--- config.mk ---
export PLATFORM = sky130hd
export DESIGN_NAME = hs_skid_pipe
export DESIGN_NICKNAME = d
export VERILOG_FILES = /design/src/rtl/hs_skid_pipe.sv
export SDC_FILE = /design/constraint.sdc
export NUM_CORES = 1
export LEC_CHECK = 0
export BUFFER_PORTS_ARGS = -buffer_cell sky130_fd_sc_hd__buf_2
export CAP_MARGIN = 15
export CORE_AREA = 2 2 39 41
export DETAILED_ROUTE_END_ITERATION = 8
export DIE_AREA = 0 0 41 43
export PLACE_DENSITY = 0.56
export SYNTH_ARGS = -nofsm -noshare
export SYNTH_HDL_FRONTEND = slang
export SYNTH_SLANG_ARGS = --single-unit
--- constraint.sdc ---
create_clock -name sys_clk -period 1.19 [get_ports sys_clk]
set_input_delay 0.0595 -clock sys_clk [delete_from_list [all_inputs] [get_ports sys_clk]]
set_output_delay 0.0595 -clock sys_clk [all_outputs]
set_load 0.01 [all_outputs]
--- src/rtl/hs_skid_pipe.sv ---
// hs_skid_pipe: STAGES cascaded full skid-buffer stages on a valid/ready channel.
// Define HS_PIPE_CNT_EN to add the in_cnt/out_cnt transfer counters and the occ occupancy port.
module hs_skid_pipe #(
    parameter int DATA_W = 3,
    parameter int STAGES = 1
) (
    input  logic              sys_clk,
    input  logic              rst_n,
    input  logic              valid_up,
    input  logic [DATA_W-1:0] data_up,
    output logic              ready_up,
    output logic              valid_down,
    output logic [DATA_W-1:0] data_down,
    input  logic              ready_down
`ifdef HS_PIPE_CNT_EN
    ,
    output logic [15:0]                    in_cnt,
    output logic [15:0]                    out_cnt,
    output logic [$clog2(2*STAGES+1)-1:0]  occ
`endif
);

    // bit 0 mirrors the main-register valid, bit 1 the skid-register valid
    typedef enum logic [1:0] {
        ST_EMPTY = 2'b00,
        ST_BUSY  = 2'b01,
        ST_FULL  = 2'b11
    } stage_st_e;

    stage_st_e         r_state     [STAGES];
    logic [DATA_W-1:0] r_m_dat     [STAGES];
    logic [DATA_W-1:0] r_s_dat     [STAGES];
    stage_st_e         w_state_nxt [STAGES];
    logic [DATA_W-1:0] w_in_dat    [STAGES];

    logic [STAGES-1:0] w_m_vld;
    logic [STAGES-1:0] w_s_vld;
    logic [STAGES-1:0] w_in_vld;
    logic [STAGES-1:0] w_out_rdy;
    logic [STAGES-1:0] w_in_fire;
    logic [STAGES-1:0] w_out_fire;
    logic [STAGES-1:0] w_ld_main;
    logic [STAGES-1:0] w_ld_skid;
    logic [STAGES-1:0] w_main_from_skid;

    for (genvar gk = 0; gk < STAGES; gk++) begin : g_link
        assign w_m_vld[gk]    = (r_state[gk] != ST_EMPTY);
        assign w_s_vld[gk]    = (r_state[gk] == ST_FULL);
        // a stage takes a beat only while its skid is free
        assign w_in_fire[gk]  = w_in_vld[gk] & ~w_s_vld[gk];
        assign w_out_fire[gk] = w_m_vld[gk] & w_out_rdy[gk];

        if (gk == 0) begin : g_head
            assign w_in_vld[gk] = valid_up;
            assign w_in_dat[gk] = data_up;
        end else begin : g_mid
            assign w_in_vld[gk] = w_m_vld[gk-1];
            assign w_in_dat[gk] = r_m_dat[gk-1];
        end

        if (gk == STAGES-1) begin : g_tail
            assign w_out_rdy[gk] = ready_down;
        end else begin : g_next
            assign w_out_rdy[gk] = ~w_s_vld[gk+1];
        end
    end

    // Per-stage next state and register load enables.
    always_comb begin
        for (int k = 0; k < STAGES; k++) begin
            w_state_nxt[k]      = r_state[k];
            w_ld_main[k]        = 1'b0;
            w_ld_skid[k]        = 1'b0;
            w_main_from_skid[k] = 1'b0;
            case (r_state[k])
                ST_EMPTY: begin
                    if (w_in_fire[k]) begin
                        w_state_nxt[k] = ST_BUSY;
                        w_ld_main[k]   = 1'b1;
                    end else begin
                        w_state_nxt[k] = ST_EMPTY;
                    end
                end
                ST_BUSY: begin
                    case ({w_in_fire[k], w_out_fire[k]})
                        2'b01: w_state_nxt[k] = ST_EMPTY;
                        2'b10: begin
                            w_state_nxt[k] = ST_FULL;
                            w_ld_skid[k]   = 1'b1;
                        end
                        2'b11: begin
                            w_state_nxt[k] = ST_BUSY;
                            w_ld_main[k]   = 1'b1;
                        end
                        default: w_state_nxt[k] = ST_BUSY;
                    endcase
                end
                ST_FULL: begin
                    if (w_out_fire[k]) begin
                        w_state_nxt[k]      = ST_BUSY;
                        w_ld_main[k]        = 1'b1;
                        w_main_from_skid[k] = 1'b1;
                    end else begin
                        w_state_nxt[k] = ST_FULL;
                    end
                end
                default: w_state_nxt[k] = ST_EMPTY;
            endcase
        end
    end

    // Stage state and payload registers; payload clears on reset for X-free output.
    always_ff @(posedge sys_clk or negedge rst_n) begin
        if (!rst_n) begin
            for (int k = 0; k < STAGES; k++) begin
                r_state[k] <= ST_EMPTY;
                r_m_dat[k] <= {DATA_W{1'b0}};
                r_s_dat[k] <= {DATA_W{1'b0}};
            end
        end else begin
            for (int k = 0; k < STAGES; k++) begin
                r_state[k] <= w_state_nxt[k];
                if (w_ld_main[k]) begin
                    r_m_dat[k] <= w_main_from_skid[k] ? r_s_dat[k] : w_in_dat[k];
                end
                if (w_ld_skid[k]) begin
                    r_s_dat[k] <= w_in_dat[k];
                end
            end
        end
    end

    assign ready_up   = ~w_s_vld[0];
    assign valid_down = w_m_vld[STAGES-1];
    assign data_down  = r_m_dat[STAGES-1];

`ifdef HS_PIPE_CNT_EN
    localparam int OCC_W = $clog2(2*STAGES+1);

    logic             w_up_fire;
    logic             w_dn_fire;
    logic [15:0]      r_in_cnt;
    logic [15:0]      r_out_cnt;
    logic [OCC_W-1:0] r_occ;

    assign w_up_fire = valid_up & ready_up;
    assign w_dn_fire = valid_down & ready_down;

    // Transfer counters wrap naturally at 16 bits; occupancy tracks net flow.
    always_ff @(posedge sys_clk or negedge rst_n) begin
        if (!rst_n) begin
            r_in_cnt  <= 16'd0;
            r_out_cnt <= 16'd0;
            r_occ     <= OCC_W'(0);
        end else begin
            if (w_up_fire) begin
                r_in_cnt <= r_in_cnt + 16'd1;
            end
            if (w_dn_fire) begin
                r_out_cnt <= r_out_cnt + 16'd1;
            end
            case ({w_up_fire, w_dn_fire})
                2'b10:   r_occ <= r_occ + OCC_W'(1);
                2'b01:   r_occ <= r_occ - OCC_W'(1);
                default: r_occ <= r_occ;
            endcase
        end
    end

    assign in_cnt  = r_in_cnt;
    assign out_cnt = r_out_cnt;
    assign occ     = r_occ;
`endif

endmodule

== Word level (Yosys, flattened, before mapping) ==
Cells that the tools add are included.

* Output and inout port bits: 5
* Flip-flop bits (word level): 8

* Reduce and logical (&&, ||, !) cells: 2
* Eq/ne operators: 5
* Muxes and demuxes: 12
* Bitwise logic cells: 3

{| class="wikitable"
|+ Operators with widths
! operator !! count
|-
| 1-bit two-way mux || 7
|-
| 2-bit == test (second input constant) || 3
|-
| 2-bit one-hot mux with 3 select lines || 1
|-
| 2-bit by 1-bit == test with 1-bit output (second input constant) || 2
|-
| 2-bit one-hot mux with 2 select lines || 1
|-
| 3-bit two-way mux || 1
|-
| 1-bit one-hot mux with 3 select lines || 1
|-
| 1-bit AND || 2
|-
| 2-bit logical NOT || 1
|-
| 2-bit two-way mux || 1
|-
| 2-bit nonzero test || 1
|-
| 1-bit NOT || 1
|}

== Logic depth before layout (Yosys ltp) ==
* Depth after elaboration: 6
* Gate-level depth with buffers: 3

== Worst setup path before layout ==
Ideal clock, no wire load.

* Path type: reg2reg
* Start point: register r_state[1] (netlist name)
* End point: register r_m_dat, in the netlist data_down[0]
* Arrival: 1.126 ns
* Slack: -0.061 ns
* Stages on the path, launching flop included: 4
* Data required time: 1.065 ns
* Clock period less this slack: 1.251 ns
* Cells stage by stage: dfrtp_1 nor2b_1 a211oi_2 mux2_2

* Longest elaborated chain between the ends: 6
* Elaborated cells between the ends (all ways): 14
* Classes of those cells: eq/ne: 3; mux: 6; bitwise: 3; reduce/logical: 2

{| class="wikitable"
|+ Ends and longest elaborated chain
! what !! RTL line !! source
|-
| start: declaration || 30 || <nowiki>stage_st_e r_state [STAGES];</nowiki>
|-
| start signal: indexed assignment || 122 || <nowiki>r_state[k] <= w_state_nxt[k];</nowiki>
|-
| 2-bit == test || 48, 75 ||
|-
| 1-bit NOT || 50 || <nowiki>assign w_in_fire[gk] = w_in_vld[gk] & ~w_s_vld[gk];</nowiki>
|-
| 1-bit AND || 50 ||
|-
| 2-bit == test || 85 || <nowiki>case ({w_in_fire[k], w_out_fire[k]})</nowiki>
|-
| 1-bit two-way mux || 85 ||
|-
| 1-bit one-hot mux with 3 select lines || 75 || <nowiki>case (r_state[k])</nowiki>
|-
| end signal: indexed assignment || 117 || <nowiki>r_m_dat[k] <= {DATA_W{1'b0}};</nowiki>
|-
| end signal: indexed assignment || 124 || <nowiki>r_m_dat[k] <= w_main_from_skid[k] ? r_s_dat[k] : w_in_dat[k];</nowiki>
|-
| end: declaration || 31 || <nowiki>logic [DATA_W-1:0] r_m_dat [STAGES];</nowiki>
|}

Parallel ways exist; a longest one is shown, timed or not.
A chain may end at the register's enable or synchronous reset.

== Worst setup path in the final report ==
* Start point: register r_state[1] (netlist name)
* End point: register r_m_dat, in the netlist data_down[2]

The elaborated chain is that of the path after synthesis.

==> flow_summary.toml <==
[clocking]
htreeDepth = 1
clkSinkCount = 8
cts_setup_buffers = 0
cts_root_buf = "clkbuf_4"
clk_latency_ns = 0.25
cts_tree = "yes"
numCtsBuffers = 3
clockBufferDepth = 2
clk_pin_slew_ns = 0.06

[sta]
slew_viol_final = 0
period_share_pct = 109
worstMarginPinSlew_ns = 0.270
max_freq_mhz = 770
maxSlewHeadroom_pct = 81.9
layout_min_cycle_time_ns = 1.30
fin_skew_ns = 0.00540
setup_ws_ns = -0.109
setup_viol = 7
finalSetupTns_ns = -0.470
rsz0062_at_grt = "true"
hold_viol_final = 0

[yosys]
syn_nets = 37
synth_area_leaders = "dfrtp_1 (53%), mux2_1 (18%), mux2_2 (9.0%)"
synth_area_um2 = 377
ys.warnings.count = 0
yosysUniqueCellTypes = 12
synth.top_cell.area_share_pct = 53.2
yosysTopAreaCell = "dfrtp_1"
syn_inst = 30
avgSynthCellArea_um2 = 12.6
ys_seq_area_share_pct = 53.2
synth-seq-cells = 8

[setup_path]
crit_path_start = "r_state[1]$_DFF_PN0_"
crit_cells = 3
crit_type = "flop to flop"
crit_required_ns = 1.33
crit_fanout = 5
cp_slowest_cell = "dfrtp_2"
critPathLaunchType = "flop"
crit_family = "flip-flops"
critPathBufInv = 0
rr_worst_depth = 3
end_kind = "flop"
r2r-end = "data_down[2]$_DFFE_PN0P_"
critPathCapture = "data_down[2]$_DFFE_PN0P_"
max_stage_delay_ns = 0.44
reg2reg_slack_ns = -0.11
crit_arrival_ns = 1.44
r2r-start = "r_state[1]$_DFF_PN0_"
path_cells = "nor2b_4 -> a211oi_4 -> mux2_2"

[status]
violations = "negative setup slack"
outcome = "finished, violations left"

[detailed_routing]
drt_first_pass_iters = 1
post_drt_wl_per_cell_um = 9.94
dr.first_iter.drc_count = 0
avgViaCountPerCell = 4.22
ant_nets = 0
postRouteWirelength_um = 646
num_vias = 274
drc = 0

[floorplan]
die_h_um = 43
die-area_um2 = 1760
row_count = 14
fp.dieW_um = 41
initial_core_util_pct = 27.2
core-area_um2 = 1380
num_io_pins = 12

[run]
maxCapViolCount = 0

[placement]
pre_cts_ws_ns = -0.105
port_buffers = 11
gp_congestion = 0.702
place_hpwl_um = 571

[grt]
grt-ovfl-total = 0
grt_max_degree = 9
grt_pass1_wl_mm = 1.13
grt_pass1_vias = 272
grt.total_usage_pct = 9.94
antenna_found_initial = 0

[final_layout]
layout-drive-gt1-share_pct = 55.1
nets = 57
antenna_cells = 0
syn_to_final_growth_pct = 43.9

[power]
leakage_nw = 0.241
power.density_nw_per_um2 = 1450
p_total_mw = 0.783
ir_drop_uv = 739

[worst_hold_path]
hold_depth = 2
hold_class = "input port to flop"
==> kinds of logic after synthesis <==
group	synth area share, %
mux	26.9
flops	53.2
compound gates	4.65
buf+inv	0.996
simple gates	14.3
==> repair_timing <==
| action | 4_1_cts | 5_1_grt |
|---|---|---|
| cloned | 0 | 0 |
| pin swaps | 0 | 0 |
| endpoints found under the setup margin | 7 | 7 |
| hold buffers | 1 | 0 |
| gates resized for setup | 0 | 3 |
| endpoints found under the hold margin | 8 | 0 |
==> cells in the final DEF, fill, tap and decap left out, drive strengths merged <==
| cell type | n |
|---|---|
| buf | 14 |
| mux2 | 9 |
| dfrtp | 8 |
| clkbuf | 4 |
| nor2 | 3 |
| nand2 | 2 |
| nand2b | 2 |
| inv | 1 |
| o21ai | 1 |
| or2 | 1 |
| nand3 | 1 |
| nor2b | 1 |
| a211oi | 1 |
| dlygate4sd3 | 1 |
==> power by group <==
group	internal, mW	switching [mW]
Clock	0.128	0.0903
Combinational	0.111	0.0831
Sequential	0.334	0.0364
==> layer usage <==
layer	track usage (%)	wire [µm]
met5	0	0
met1	12.3	282
met4	6.00	18
met2	14.4	310
met3	3.14	35
==> stage by stage <==
stage               area [µm²]  cells  util, %  hold WS (ns)
floorplan                  399     30        -        -0.236
global placement           497     60     35.9       -0.0861
detailed placement         497     60     35.9       -0.0903
CTS                        533     65     38.5        0.0385
global route               542     65     39.2        0.0514
finish                     542     65     39.2        0.0436
==> area by class of cell <==
cell class / instances / area (µm²)
Timing Repair Buffer: 15 / 87.6
Sequential cell: 8 / 203
Fill cell: 149 / 842
Inverter: 1 / 3.75
Tap cell: 16 / 20.0
Clock buffer: 4 / 26.3
Multi-Input combinational cell: 21 / 201
==> worst register-to-register path: cells and delay by family (launching register included) <==
family / cells / cell delay, ns
multiplexers: 1 / 0.37
AO/OA/AOI/OAI: 1 / 0.24
flip-flops: 1 / 0.44
AND/OR/NAND/NOR: 1 / 0.14
==> flip-flops by register name, summed over array words and instances (netlist names) <==
signal,count
data_down,3
r_s_dat,3
r_state,2
==> how the worst min path moves through the flow <==
stage,startpoint,endpoint,slack [ns]
after detailed placement,rst_n,data_down[1]$_DFFE_PN0P_,-0.09
final,data_up[2],r_s_dat[2]$_DFFE_PN0P_,0.04
after global placement,rst_n,r_s_dat[1]$_DFFE_PN0P_,-0.09
after floorplan,rst_n,data_down[0]$_DFFE_PN0P_,-0.24
after global routing,data_up[0],r_s_dat[0]$_DFFE_PN0P_,0.05
after CTS,data_up[2],r_s_dat[2]$_DFFE_PN0P_,0.04
==> synth_stat cells <==
| library cell | instances |
|---|---|
| mux2_1 | 6 |
| or2_1 | 1 |
| nand2_1 | 2 |
| a211oi_2 | 1 |
| dfrtp_1 | 8 |
| nand2b_1 | 2 |
| inv_1 | 1 |
| nor2_1 | 3 |
| o21ai_0 | 1 |
| nand3_2 | 1 |
| mux2_2 | 3 |
| nor2b_1 | 1 |
Power figures use the tool's default switching activity.
